## config.mk

```make
export PLATFORM = sky130hd
export DESIGN_NAME = serial_alu_flat
export DESIGN_NICKNAME = d
export VERILOG_FILES = /design/src/rtl/serial_alu_pkg.sv /design/src/rtl/serial_alu_if.sv /design/src/rtl/alu_bit_slice.sv /design/src/rtl/serial_alu.sv /design/src/flat_wrapper.sv
export SDC_FILE = /design/constraint.sdc
export NUM_CORES = 1
export LEC_CHECK = 0
export CAP_MARGIN = 20
export CORE_MARGIN = 4
export CORE_UTILIZATION = 50
export DETAILED_ROUTE_END_ITERATION = 7
export HOLD_SLACK_MARGIN = 0.03
export PLACE_DENSITY = 0.78
export SETUP_SLACK_MARGIN = 0.2
export SLEW_MARGIN = 20
export SYNTH_ARGS = -nofsm -noshare
export SYNTH_HDL_FRONTEND = slang
export SYNTH_SLANG_ARGS = --single-unit
```

## constraint.sdc

```tcl
create_clock -name clk -period 3.41 [get_ports clk]
set_input_delay 0.5115 -clock clk [delete_from_list [all_inputs] [get_ports clk]]
set_output_delay 0.5115 -clock clk [all_outputs]
set_load 0.03 [all_outputs]
```

## src/rtl/serial_alu_pkg.sv

```systemverilog
// rtl/serial_alu_pkg.sv - opcodes and FSM state type shared by the serial ALU files
package serial_alu_pkg;

   localparam logic [3:0] ALU_AND = 4'b0000;
   localparam logic [3:0] ALU_OR  = 4'b0001;
   localparam logic [3:0] ALU_ADD = 4'b0010;
   localparam logic [3:0] ALU_SUB = 4'b0011;
   localparam logic [3:0] ALU_SLT = 4'b0100;

   typedef enum logic [1:0] {
      IDLE,
      RUN,
      DONE
   } alu_state_t;

endpackage

```

## src/rtl/serial_alu_if.sv

```systemverilog
// rtl/serial_alu_if.sv - start/done operation handshake and result bundle of the serial ALU
interface serial_alu_if #(parameter int WIDTH = 8);

   logic             start;
   logic [WIDTH-1:0] a_input;
   logic [WIDTH-1:0] b_input;
   logic             carry_in;
   logic [3:0]       alu_sel_line;
   logic             busy;
   logic             done;
   logic [WIDTH-1:0] alu_result;
   logic             carryout;
   logic             zero;
   logic             overflow;

   modport master (
      output start, a_input, b_input, carry_in, alu_sel_line,
      input  busy, done, alu_result, carryout, zero, overflow
   );

   modport slave (
      input  start, a_input, b_input, carry_in, alu_sel_line,
      output busy, done, alu_result, carryout, zero, overflow
   );

endinterface

```

## src/rtl/alu_bit_slice.sv

```systemverilog
// rtl/alu_bit_slice.sv - combinational one-bit ALU slice; chain is carry for ADD, borrow for SUB/SLT
module alu_bit_slice
   import serial_alu_pkg::*;
(
   input  logic       a,
   input  logic       b,
   input  logic       chain_in,
   input  logic [3:0] sel,
   output logic       res,
   output logic       chain_out
);

   always_comb begin
      res       = 1'b0;
      chain_out = 1'b0;
      case (sel)
         ALU_AND: res = a & b;
         ALU_OR:  res = a | b;
         ALU_ADD: begin
            res       = a ^ b ^ chain_in;
            chain_out = (a & b) | (chain_in & (a ^ b));
         end
         ALU_SUB, ALU_SLT: begin
            res       = a ^ b ^ chain_in;
            chain_out = (~a & (b ^ chain_in)) | (b & chain_in);
         end
         default: ;
      endcase
   end

endmodule

```

## src/rtl/serial_alu.sv

```systemverilog
// rtl/serial_alu.sv - bit-serial WIDTH-bit ALU, LSB first, one bit per clock
// SERIAL_ALU_OVERFLOW_EN builds signed overflow detection; otherwise overflow is tied to 0.
module serial_alu
   import serial_alu_pkg::*;
#(
   parameter int WIDTH = 8
) (
   input  logic         clk,
   input  logic         reset,
   serial_alu_if.slave  bus
);

   localparam int CW = $clog2(WIDTH);

   alu_state_t       state, state_next;
   logic [CW-1:0]    cnt;
   logic [WIDTH-1:0] a_reg, b_reg, shreg, result_reg, final_res, shifted;
   logic [3:0]       sel_reg;
   logic             chain, carry_reg, zero_reg;
   logic             accept, last, s_res, s_chain, arith;

   alu_bit_slice u_slice (
      .a         (a_reg[cnt]),
      .b         (b_reg[cnt]),
      .chain_in  (chain),
      .sel       (sel_reg),
      .res       (s_res),
      .chain_out (s_chain)
   );

   assign accept  = bus.start && (state != RUN);
   assign last    = (state == RUN) && (cnt == CW'(WIDTH - 1));
   assign shifted = {s_res, shreg[WIDTH-1:1]};
   assign arith   = (sel_reg == ALU_ADD) || (sel_reg == ALU_SUB);
   // SLT only reports the final borrow of the subtract chain
   assign final_res = (sel_reg == ALU_SLT) ? {{(WIDTH-1){1'b0}}, s_chain} : shifted;

   always_ff @(posedge clk) begin
      if (reset) state <= IDLE;
      else       state <= state_next;
   end

   always_comb begin
      state_next = state;
      case (state)
         IDLE:    if (bus.start) state_next = RUN;
         RUN:     if (last) state_next = DONE;
         DONE:    state_next = bus.start ? RUN : IDLE;
         default: state_next = IDLE;
      endcase
   end

   always_ff @(posedge clk) begin
      if (reset) begin
         a_reg      <= '0;
         b_reg      <= '0;
         sel_reg    <= '0;
         chain      <= 1'b0;
         cnt        <= '0;
         shreg      <= '0;
         result_reg <= '0;
         carry_reg  <= 1'b0;
         zero_reg   <= 1'b1;
      end else if (accept) begin
         a_reg   <= bus.a_input;
         b_reg   <= bus.b_input;
         sel_reg <= bus.alu_sel_line;
         chain   <= ((bus.alu_sel_line == ALU_ADD) || (bus.alu_sel_line == ALU_SUB)) ? bus.carry_in : 1'b0;
         cnt     <= '0;
         shreg   <= '0;
      end else if (state == RUN) begin
         cnt   <= cnt + CW'(1);
         shreg <= shifted;
         chain <= s_chain;
         // Flags land with the last bit so they appear together with done
         if (last) begin
            result_reg <= final_res;
            carry_reg  <= arith ? s_chain : 1'b0;
            zero_reg   <= (final_res == '0);
         end
      end
   end

`ifdef SERIAL_ALU_OVERFLOW_EN
   logic ov_reg, ov_next;

   always_comb begin
      ov_next = 1'b0;
      if (sel_reg == ALU_ADD)
         ov_next = (a_reg[WIDTH-1] == b_reg[WIDTH-1]) && (s_res != a_reg[WIDTH-1]);
      else if (sel_reg == ALU_SUB)
         ov_next = (a_reg[WIDTH-1] != b_reg[WIDTH-1]) && (s_res != a_reg[WIDTH-1]);
   end

   always_ff @(posedge clk) begin
      if (reset)     ov_reg <= 1'b0;
      else if (last) ov_reg <= ov_next;
   end

   assign bus.overflow = ov_reg;
`else
   assign bus.overflow = 1'b0;
`endif

   assign bus.busy       = (state == RUN);
   assign bus.done       = (state == DONE);
   assign bus.alu_result = result_reg;
   assign bus.carryout   = carry_reg;
   assign bus.zero       = zero_reg;

endmodule

```

## src/flat_wrapper.sv

```systemverilog
// flat-port wrapper written by rule: the top's interface ports become plain ports
module serial_alu_flat import serial_alu_pkg::*;
#(
   parameter int WIDTH = 8
)
  (clk, reset, bus_start, bus_a_input, bus_b_input, bus_carry_in, bus_alu_sel_line, bus_busy, bus_done, bus_alu_result, bus_carryout, bus_zero, bus_overflow);
  serial_alu_if #(.WIDTH(WIDTH)) bus_i ();
  input  logic clk;
  input  logic reset;
  input wire logic [$bits(bus_i.start)-1:0] bus_start;
  input wire logic [$bits(bus_i.a_input)-1:0] bus_a_input;
  input wire logic [$bits(bus_i.b_input)-1:0] bus_b_input;
  input wire logic [$bits(bus_i.carry_in)-1:0] bus_carry_in;
  input wire logic [$bits(bus_i.alu_sel_line)-1:0] bus_alu_sel_line;
  output wire logic [$bits(bus_i.busy)-1:0] bus_busy;
  output wire logic [$bits(bus_i.done)-1:0] bus_done;
  output wire logic [$bits(bus_i.alu_result)-1:0] bus_alu_result;
  output wire logic [$bits(bus_i.carryout)-1:0] bus_carryout;
  output wire logic [$bits(bus_i.zero)-1:0] bus_zero;
  output wire logic [$bits(bus_i.overflow)-1:0] bus_overflow;
  assign bus_i.start = bus_start;
  assign bus_i.a_input = bus_a_input;
  assign bus_i.b_input = bus_b_input;
  assign bus_i.carry_in = bus_carry_in;
  assign bus_i.alu_sel_line = bus_alu_sel_line;
  assign bus_busy = bus_i.busy;
  assign bus_done = bus_i.done;
  assign bus_alu_result = bus_i.alu_result;
  assign bus_carryout = bus_i.carryout;
  assign bus_zero = bus_i.zero;
  assign bus_overflow = bus_i.overflow;
  serial_alu #(.WIDTH(WIDTH)) u_core (.clk(clk), .reset(reset), .bus(bus_i));
endmodule
```

==> impl_metrics.tcl <==
set metrics [dict create \
    status "finished, final reports clean" \
    grt_max_degree 22 \
    max_freq_mhz 366 \
    tightest_slew_ns 0.649 \
    num-nets-final 285 \
    cts.sinks 43 \
    crit_family "multiplexers" \
    synth-simple-area-share_pct 21.5 \
    area_growth_pct 22.4 \
    grt.total_usage_pct 16.1 \
    finalWirelength_um 3750 \
    cp_slowest_stage_delay_ns 0.55 \
    dr.pass1.iters 4 \
    synth_xor_xnor_area_share_pct 0.451 \
    clkTransAtPathRegs_ns 0.08 \
    ant_nets 0 \
    synth_nets 258 \
    drt-vias-per-instance 5.22 \
    die_h_um 70.3 \
    start_util_pct 52.3 \
    required_ns 3.65 \
    cts_hold_buf 0 \
    synth_top_area_share_pct 44.3 \
    synth.top_cells.by_area "dfxtp_1 (44%), nand2_1 (12%), a21oi_1 (9.0%)" \
    min_path_type "reg2reg" \
    synth_top_family_by_area "simple AND/OR/NAND/NOR gates" \
    critPathKind "reg2reg" \
    cp_slowest_cell "mux4_2" \
    grt_pass1_vias 1511 \
    ios 37 \
    antennaDiodeCount 0 \
    synth_cell_type_count 38 \
    hold_violations 0 \
    drv_cap 0 \
    num_vias 1586 \
    rsz0062_at_grt "false" \
    row_count 22 \
    cts_made_buffers 5 \
    core-area_sq_um 3720 \
    cp-end-kind "flip-flop" \
    p_leak_nw 0.858 \
    cp-start-kind "flip-flop" \
    drive_gt1_share_pct 6.25 \
    die_w_um 70.3 \
    hpwl_um 2760 \
    antenna_found_initial 0 \
    final.min_clock_period_ns 2.73 \
    netlist_instances 228 \
    worst-path-buf-inv 1 \
    powerDensity_nw_per_um2 422 \
    drc 0 \
    grt_overflow 0 \
    cts_tree "done" \
    report.final.slew_viol_count 0 \
    yosysTopAreaCell "dfxtp_1" \
    synth_area_sq_um 1940 \
    cts_setup_buffers 0 \
    place_congestion 0.847 \
    fin_worst_skew_ns 0.00617 \
    slew_headroom_pct 56.6 \
    yosys.area_share.adder_pct 4.64 \
    ys_ff_latch 43 \
    wl_per_cell_um 12.3 \
    ir_worst_vdd_uv 328 \
    h-tree-depth 2 \
    synthMuxAreaShare_pct 6.77 \
    insertion_delay_ns 0.29 \
    ys_warn_count 0 \
    yosysSeqAreaShare_pct 44.3 \
    cts_buffer_depth 2 \
    synth-compound-area-share_pct 16.0 \
    fin_crit_sh_pct 80.0 \
    clock-root-buffer "clkbuf_8" \
    syn_area_per_cell_sq_um 8.52 \
    grt_first_pass_wirelength_um 6440 \
    drtIter0Drc 77 \
    io_buffers 35 \
    p_total_w 0.00100 \
    arrival_ns 2.97 \
    finalSetupTns_ns 0 \
    critPathMaxFanout 6 \
    die_area_sq_um 4940 \
    cts_resized 0 \
    path_cells "mux4_2 > mux2i_1 > inv_1 > fa_1 > mux2_1 > o41a_1 > nor2_1" \
    setup_violations 0 \
]
[final cells by class]
type / instances / area [sq um]
Fill cell: 340 / 1340
Multi-Input combinational cell: 161 / 963
Sequential cell: 43 / 861
Timing Repair Buffer: 37 / 365
Clock buffer: 8 / 100
Tap cell: 48 / 60.1
Inverter: 7 / 26.3
[per-layer routing]
layer / share of wire (%) / global-route usage, %
met4: 1.5 / 6.17
met5: 0 / 0
met2: 49 / 28.4
met3: 4.5 / 4.89
met1: 45 / 17.9
[cells in the final DEF (no fill, tap or decap), types with 2 or more instances in the layout]
cell type and n:
inv_1 7, nor3_1 2, a21oi_1 35, fa_1 2, mux2i_1 3, nand2b_1 5, nor2b_1 2, dfxtp_1 43
ha_1 4, buf_4 2, nand2_1 62, nand3_1 2, nor2_1 14, a22oi_1 6, mux4_2 4, clkbuf_8 7
clkdlybuf4s50_1 35
[cell families (layout without fill, tap and decap cells)]
family                   after synthesis  after routing
AO/OA/AOI/OAI                         51             51
XOR/XNOR                               1              1
adder cells (fa/ha/maj)                6              6
buffers and inverters                 24             52
flip-flops                            43             43
multiplexers                           8              8
other                                  1              1
AND/OR/NAND/NOR                       94             94
[per-stage QoR]
stage / hold WS [ns] / std cells / cell area (sq um) / utilization [%] / worst slack (ns)
floorplan: 0.433 / 228 / 1940 / - / 0.912
global placement: 0.442 / 296 / 2280 / 61.2 / 0.737
detailed placement: 0.446 / 296 / 2280 / 61.2 / 0.667
CTS: 0.457 / 304 / 2380 / 63.9 / 0.650
global route: 0.478 / 304 / 2380 / 63.9 / 0.428
finish: 0.458 / 304 / 2380 / 63.9 / 0.681
[where the power goes]
group,total [W],internal (W),leakage [nW],switching [W]
clock network,0.000349,0.000185,0.0515,0.000164
registers,0.000535,0.000519,0.350,0.0000165
logic,0.000118,0.0000571,0.456,0.0000606
total,0.00100,0.000761,0.858,0.000242
[Yosys cell counts]
cell	instances
a2bb2oi_1	1
o41a_1	1
conb_1	1
a311oi_2	1
nor4b_1	1
nand3_1	2
o21ai_1	1
nand2b_1	5
nor4_1	1
inv_1	7
dfxtp_1	43
mux4_2	4
nor2_1	14
and2_1	1
buf_2	7
o41ai_2	1
nand2_1	62
a211oi_1	1
nor4b_4	1
mux2_1	1
ha_1	4
o41ai_1	1
o21ai_0	1
nor4bb_1	1
a22oi_1	6
fa_1	2
clkbuf_1	7
nor3_1	2
nand3b_1	1
a31oi_1	1
xor2_1	1
buf_4	1
nor2b_1	2
mux2i_1	3
a21oi_1	35
buf_6	2
a21o_1	1
or2_1	1
[worst reg2reg max path, delay by kind of cell, from the launching register on]
| kind | cells | cell delay [ns] |
|---|---|---|
| compound gates | 1 | 0.30 |
| simple gates | 1 | 0.08 |
| buf+inv | 1 | 0.13 |
| mux | 3 | 1.16 |
| fa+ha+maj | 1 | 0.47 |
| flops | 1 | 0.52 |
[worst paths after layout]
check / start / to / slack, ns / cells after the start
max: u_core.cnt[0]$_SDFFE_PP0P_ / u_core.bus.carryout$_SDFFE_PP0P_ / 0.68 / 7
min: u_core.bus.alu_result[7]$_SDFFE_PP0P_ / u_core.bus.alu_result[7]$_SDFFE_PP0P_ / 0.46 / 2
max reg2reg: u_core.cnt[0]$_SDFFE_PP0P_ / u_core.bus.carryout$_SDFFE_PP0P_ / 0.68 / 7
min reg2reg: u_core.bus.alu_result[7]$_SDFFE_PP0P_ / u_core.bus.alu_result[7]$_SDFFE_PP0P_ / 0.46 / 2
(Power assumes the default switching activity.)
